--- config.mk ---
export PLATFORM = sky130hd
export DESIGN_NAME = muldiv_unit
export DESIGN_NICKNAME = d
export VERILOG_FILES = /design/src/rtl/muldiv_unit.sv
export SDC_FILE = /design/constraint.sdc
export NUM_CORES = 1
export LEC_CHECK = 0
export ABC_AREA = 1
export CORE_ASPECT_RATIO = 1.75
export CORE_MARGIN = 2
export CORE_UTILIZATION = 30
export CTS_CLUSTER_SIZE = 8
export DETAILED_ROUTE_END_ITERATION = 10
export PLACE_DENSITY = 0.45
export SLEW_MARGIN = 20
export SYNTH_ARGS = -nofsm -noshare
export SYNTH_HDL_FRONTEND = slang
export SYNTH_SLANG_ARGS = --single-unit
--- constraint.sdc ---
create_clock -name clk -period 6.3 [get_ports clk]
set_input_delay 0.945 -clock clk [delete_from_list [all_inputs] [get_ports clk]]
set_output_delay 0.945 -clock clk [all_outputs]
set_load 0.02 [all_outputs]
--- src/rtl/muldiv_unit.sv ---
// muldiv_unit: iterative signed/unsigned multiply/divide engine owning the HI/LO register pair.
module muldiv_unit #(
    parameter int WIDTH = 32
) (
    input  logic             clk,
    input  logic             rst,
    input  logic             start,
    input  logic [2:0]       op,
    input  logic [WIDTH-1:0] a,
    input  logic [WIDTH-1:0] b,
    input  logic             flush,
    output logic             busy,
    output logic             done,
    output logic             div_zero,
    output logic [WIDTH-1:0] hi,
    output logic [WIDTH-1:0] lo
);
    localparam int CW = $clog2(WIDTH);
    typedef enum logic [1:0] {IDLE, CALC, FIX} state_t;
    state_t state_q, state_d;
    logic [2*WIDTH-1:0] acc_q, acc_d, prod;
    logic [WIDTH-1:0] mb_q, mb_d, a_q, a_d, hi_q, hi_d, lo_q, lo_d, a_mag, b_mag, quo, rem;
    logic [CW-1:0] cnt_q, cnt_d;
    logic div_q, div_d, sign_q, sign_d, rsign_q, rsign_d, dz_q, dz_d;
    logic done_q, done_d, div_zero_q, div_zero_d, a_neg, b_neg, ge;
    logic [WIDTH:0] add, sub;
    always_comb begin
        a_neg = ~op[0] & a[WIDTH-1];
        b_neg = ~op[0] & b[WIDTH-1];
        a_mag = a_neg ? -a : a;
        b_mag = b_neg ? -b : b;
        add = {1'b0, acc_q[2*WIDTH-1:WIDTH]} + {1'b0, mb_q & {WIDTH{acc_q[0]}}};
        sub = acc_q[2*WIDTH-1:WIDTH-1] - {1'b0, mb_q};
        ge = ~sub[WIDTH];
        prod = sign_q ? -acc_q : acc_q;
        quo = sign_q ? -acc_q[WIDTH-1:0] : acc_q[WIDTH-1:0];
        rem = rsign_q ? -acc_q[2*WIDTH-1:WIDTH] : acc_q[2*WIDTH-1:WIDTH];
        state_d = state_q;
        acc_d = acc_q;
        mb_d = mb_q;
        a_d = a_q;
        cnt_d = cnt_q;
        div_d = div_q;
        sign_d = sign_q;
        rsign_d = rsign_q;
        dz_d = dz_q;
        hi_d = hi_q;
        lo_d = lo_q;
        done_d = 1'b0;
        div_zero_d = 1'b0;
        if (flush) begin
            state_d = IDLE;
        end else if (state_q == IDLE && start && !op[2]) begin
            // Multiply keeps the multiplier in the low half; divide keeps the dividend there.
            state_d = CALC;
            acc_d = {{WIDTH{1'b0}}, op[1] ? a_mag : b_mag};
            mb_d = op[1] ? b_mag : a_mag;
            a_d = a;
            cnt_d = CW'(WIDTH - 1);
            div_d = op[1];
            sign_d = a_neg ^ b_neg;
            rsign_d = a_neg;
            dz_d = op[1] & (b == '0);
        end else if (state_q == IDLE && start && op[2:1] == 2'b10) begin
            hi_d = op[0] ? hi_q : a;
            lo_d = op[0] ? a : lo_q;
            done_d = 1'b1;
        end else if (state_q == CALC) begin
            acc_d = div_q ? {ge ? sub[WIDTH-1:0] : acc_q[2*WIDTH-2:WIDTH-1], acc_q[WIDTH-2:0], ge}
                          : {add, acc_q[WIDTH-1:1]};
            cnt_d = cnt_q - CW'(1);
            state_d = (cnt_q == '0) ? FIX : CALC;
        end else if (state_q == FIX) begin
            state_d = IDLE;
            done_d = 1'b1;
            div_zero_d = dz_q;
            hi_d = div_q ? (dz_q ? a_q : rem) : prod[2*WIDTH-1:WIDTH];
            lo_d = div_q ? (dz_q ? '1 : quo) : prod[WIDTH-1:0];
        end
    end
    always_ff @(posedge clk or posedge rst) begin
        if (rst) begin
            state_q <= IDLE;
            acc_q <= '0;
            mb_q <= '0;
            a_q <= '0;
            cnt_q <= '0;
            div_q <= 1'b0;
            sign_q <= 1'b0;
            rsign_q <= 1'b0;
            dz_q <= 1'b0;
            hi_q <= '0;
            lo_q <= '0;
            done_q <= 1'b0;
            div_zero_q <= 1'b0;
        end else begin
            state_q <= state_d;
            acc_q <= acc_d;
            mb_q <= mb_d;
            a_q <= a_d;
            cnt_q <= cnt_d;
            div_q <= div_d;
            sign_q <= sign_d;
            rsign_q <= rsign_d;
            dz_q <= dz_d;
            hi_q <= hi_d;
            lo_q <= lo_d;
            done_q <= done_d;
            div_zero_q <= div_zero_d;
        end
    end
    assign busy = (state_q != IDLE);
    assign done = done_q;
    assign div_zero = div_zero_q;
    assign hi = hi_q;
    assign lo = lo_q;
endmodule

# Word-level counts from Yosys, hierarchy flattened
# Index checks and enable logic that the tools add are counted.
# Widths: inputs -> output; s select.
# classes
addsub	8
n_eq_ne	8
n_mux	43
bitwise_logic	9
n_reduce_logical	16
# ops
cell	count
$mux 32	19
$mux 64	5
$neg 32->32	4
$neg 64->64	1
$add 32x32->33	1
$sub 33x32->33	1
$and 32x32->32	1
$logic_not 32->1	1
$mux 5	3
$mux 2	6
$mux 1	10
$reduce_and 5->1	2
$ne 2x2->1 const B	4
$reduce_bool 2->1	3
$logic_not 5->1	1
$sub 5x1->5 const B	1
$eq 2x2->1 const B	2
$not 1->1	4
$reduce_and 2->1	2
$reduce_bool 4->1	1
$and 1x1->1	3
$logic_and 1x1->1	3
$ne 3x3->1 const B	1
$reduce_and 3->1	1
other kinds (4)	4
# totals
ff_bits	205
input_bits	71
output_inout_bits	67
word_cells	97

# Logic depth before layout (Yosys ltp)
# logic_depth
ltp_word	7
ltp_mapped	20
depth_no_buf	19

# Least setup slack after synthesis
# Ideal clock, no wire load.
# synth_timing
kind	reg-to-reg
from	register acc_q[0]
to	register acc_q[43]
setup_time_ps	118
arrival_ps	2413
required_time_ps	6182
path_slack_ps	3769
stages_incl_launch_ff	15
n_path_buf	2
synth_period_minus_slack_ps	2531
path_cell_list	dfrtp_1 -> clkbuf_1 -> clkbuf_1 -> nand2_1 -> inv_1 -> ha_1 -> inv_1 -> fa_1 -> o21ai_0 -> nand3_1 -> nand3_1 -> xor2_1 -> or2_2 -> nand3_1 -> nand2_1
# synth_between
elab_chain_len	6
# synth_lines
element	line	text
start, declared	21	logic [2*WIDTH-1:0] acc_q, acc_d, prod;
start signal, assigned	84	acc_q <= '0;
start signal, assigned	98	acc_q <= acc_d;
$and 32x32->32	32	add = {1'b0, acc_q[2*WIDTH-1:WIDTH]} + {1'b0, mb_q & {WIDTH{acc_q[0]}}};
$add 32x32->33	32	
$mux 64	69	acc_d = div_q ? {ge ? sub[WIDTH-1:0] : acc_q[2*WIDTH-2:WIDTH-1], acc_q[WIDTH-2:0], ge}
$mux 64	68	end else if (state_q == CALC) begin
$mux 64	64	end else if (state_q == IDLE && start && op[2:1] == 2'b10) begin
$mux 64	53	end else if (state_q == IDLE && start && !op[2]) begin
# No other way between the ends. The select of a mux whose other input is x is not followed.
# A chain may end at the register's enable or synchronous reset.

# Worst setup path after layout
# layout_timing
from	register acc_q[31]
to	register acc_q[53]
# layout_between
elab_chain_len	6
# layout_lines
element	line	text
$sub 33x32->33	33	sub = acc_q[2*WIDTH-1:WIDTH-1] - {1'b0, mb_q};
$mux 32	69	
$mux 64	69	
$mux 64	68	
$mux 64	64	
$mux 64	53	
# No other way between the ends. The select of a mux whose other input is x is not followed.

==> metrics list <==
- Standby leakage power: 0.0118 uW
* Proportion of netlist area held by the largest area contributor: 25.5%
* Final-stage net count: 3707
- Site Rows: 125
- Maximum number of pins on one net before global-route repair: 110
- The path with the worst hold slack has its endpoint at a_q[25].
* Tightest Hold Check Type: flip-flop to flip-flop
- Length in cells of the worst reg-to-reg path: 18
- TritonCTS built the clock tree.
* Final RePlAce weighted congestion: 0.988
* Final max-slew violation count: 0
- The slowest stage of the critical path is the nand2_1 cell.
- The via count of the first global-routing pass is 23000.
* Number of antenna violations at the first check in global routing: 0
* Share of final-layout standard cells stronger than drive strength 1: 3.28%
- Number of cells produced by synthesis: 3487
- Detail Route Antenna Nets: 0
- Number of buffers created by CTS: 30
- GRT Total Usage: 31.0%
- Setup_tns: 0 ns
- Global-route wire length before repair: 155 mm
- Clock skew on the completed layout was measured at 0.0208 ns.
- Cell mode on critical path: nand2_1
* Buffer cell driving the clock tree root: clkbuf_16
- Max-capacitance violation count: 0
- Setup violations remaining at the end of the flow were counted as 0.
- Maximum level of the CTS H-tree: 1
* I/O pin count: 138
- The die is 200 um wide.
- The repair_antennas step left the layout with diodes totalling 0.
* Post-DP HPWL: 86.7 mm
- Worst Min Path Start: a_q[25]
* Critical Path RT: 6.81 ns
* Count of filler cells inserted in the layout: 7635
- Startpoint types: flip-flop
- In this run the vertical extent of the chip is 347 um.
- Number of enable flip-flop cells after synthesis: 0
- During synthesis, Yosys emitted a total of 0 warnings.
* Per-cell routed wire length: 24.0 um
- The worst hold path was traced through 2 stages.
- For this design the ratio of total power to cell area is 556 nW/um^2.
- Number of vias per cell after detailed routing: 5.15
* Series of cell instances along the critical path: inv_1 -> ha_1 -> fa_1 -> inv_1 -> nand2_1 -> nand2_1 -> nand3_1 -> nand2_1 -> nand2_1 -> nand2_1 -> nand2_1 -> nand2_1 -> nand2_1 -> nand2_1 -> nand3_1 -> nand3_1 -> nand2_1 -> nand2_1
- The most used flip-flop cell after synthesis is dfrtp_1.
- Fraction of registers with async set or reset after synthesis: 100%
- The synthesized netlist occupies a cell area of 20100 sq um.
* DR pass1 iterations: 6
* Setup CP Type: flip-flop to flip-flop
- Number of register bits inferred by synthesis: 205
* Highest clock rate: 0.230 GHz
- DRT iter0 DRCs: 1660
- Total nets after synthesis: 3632
- Drc violations: 0
- The worst register-to-register path has a setup slack of 1.94 ns.
- The final layout contains routed wiring with a total length of 107 mm.
- Final hold vios: 0
- Overall power consumption after layout is estimated at 12900 uW.
- The clock drives 205 sinks.
- Critical register-to-register path endpoint: acc_q[53]
* Number of setup buffers added after CTS: 0
* CTS hold repair buffers: 0
* Finished Layout Cells: 4458
- For the pin with the worst max-slew slack, the measured transition is 1.07 ns.
- Global-route congestion overflow total: 0
- Dividing the synthesized area by the synthesized cell count gives 5.77 sq um.
* Input/output buffers: 137
- Via count: 23000
- VDD sags by at most 0.000231 V.
* Initial core utilization: 30.3%
- Arrival time at the worst endpoint: 4.87 ns
- Yosys attributes the largest share of cell area to dfrtp_1 25%, nand2_1 21%, nor2_1 9.4%.
- Biggest area consumer among synthesized cells: dfrtp_1
* Setup Slack @ Placement: 1.53 ns
* Core Footprint: 66300 sq um
* Clock latency of the later-clocked register in the worst-skew pair: 0.59 ns
- The worst pin sits at a relative slew slack of 28.8%.
* Clock transition at the register clock pins on the worst setup and hold paths after CTS: 0.06 ns
- In this run the critical register-to-register path is launched from acc_q[31].
- Setup slack closes at 1.94 ns.
- Largest fanout on the critical path: 22
* Sequential fraction of the synthesis area: 25.5%
- The number of placed instances, taps included, is 4419.
- Biggest cell delay along the critical path: 0.72 ns
- CTS resizes: 0
- Critical Path End Type: flip-flop
- Clock tree buffer depth: 3
* Final critical path time including I/O delays and setup: 4.36 ns
- The die covers 69200 sq um.
* Area overhead of the layout relative to synthesis: 15.5%
- Crit share post-route: 69.2%
- Yosys cell types: 46
- The run finished with clean final reports.
* Unrepaired setup endpoints after global routing: no
[Yosys cell counts, drive strengths merged, types with 3 or more instances]
cell type / n
clkbuf: 95
o221ai: 13
ha: 72
a21o: 3
dfrtp: 205
o21ai: 206
o21a: 5
nand4: 29
o21bai: 4
nand3b: 9
o22ai: 11
nand2: 1111
a31oi: 17
buf: 40
o31ai: 9
a21boi: 4
nor2: 513
xnor2: 18
nand3: 284
a21oi: 202
and2: 3
or2: 7
and3: 3
o211ai: 35
inv: 463
nor4: 6
a22oi: 16
xor2: 57
nor3: 35
[cells by family after synthesis]
kind of cell               after synthesis  share of synthesized area, %
adders and majority gates               74                          4.68
and+or+nand+nor                       2000                          40.3
DFF                                    205                          25.5
buffers and inverters                  600                          11.4
AOI/OAI and AO/OA                      533                          14.9
xor gates and xnor gates                75                          3.26
[stage by stage]
step	utilization, %	hold slack, ns	cell area (sq um)
5_1_grt	35.0	0.507	23200
3_5_place_dp	33.8	0.473	22400
4_1_cts	35.0	0.487	23200
3_3_place_gp	33.8	0.467	22400
6_report	35.0	0.487	23200
2_1_floorplan	-	0.448	20100
[metal layers]
metal	vias to the layer above	GRT usage (%)	share of wire, %
li1	11300	-	-
met1	10700	31.7	35
met2	738	54.7	50
met3	321	2.65	3.9
met4	0	29.2	12
met5	-	0	0
[worst max path at each step]
stage / slack, ns / from / depth (start not counted) / end
after floorplan: 2.70 / rst / 1 / a_q[0]
after global placement: 1.53 / start / 16 / cnt_q[4]
after detailed placement: 1.53 / start / 16 / cnt_q[4]
after CTS: 2.02 / acc_q[31] / 19 / acc_q[56]
after global routing: 1.68 / acc_q[31] / 20 / acc_q[0]
final: 1.94 / acc_q[31] / 18 / acc_q[53]
[state kept, by name, summed over array words and instances, names as in the netlist]
signal    count
hi           32
lo           32
sign_q        1
mb_q         32
done          1
div_zero      1
dz_q          1
rsign_q       1
cnt_q         5
a_q          32
acc_q        64
state_q       2
div_q         1
[worst max-delay path, delay by kind of cell, from the launching register on]
kind	cells	cell delay (ns)
fa+ha+maj	2	0.74
buf+inv	2	0.34
flops	1	0.49
simple gates	14	2.68
[where the power goes]
part / switching (uW) / leakage [uW] / internal [uW]
Clock: 650 / 0.000409 / 889
Sequential: 936 / 0.00250 / 1920
Combinational: 5850 / 0.00888 / 2670
[layout by cell type, fill, tap and decap left out, types with 35 or more instances in the layout]
cell type / synthesis / layout
ha_1: 72 / 72
o211ai_1: 35 / 35
dfrtp_1: 205 / 202
clkdlybuf4s50_1: 0 / 137
inv_1: 453 / 450
nand2_1: 1111 / 1111
buf_4: 1 / 40
xor2_1: 57 / 57
a21oi_1: 200 / 200
nand3_1: 284 / 284
o21ai_0: 194 / 194
nor2_1: 506 / 502
[cell type report]
class | count | area [sq um] | area share, %
clock inverter | 2 | 10.0 | 0.0431
sequential | 205 | 5140 | 22.1
tap | 889 | 1110 | 4.79
clock buffer | 37 | 818 | 3.52
multi-input combinational | 2682 | 12700 | 54.7
timing repair buffer | 178 | 1690 | 7.28
inverter | 465 | 1750 | 7.53
Note: power is estimated with default switching activity, not from simulation.
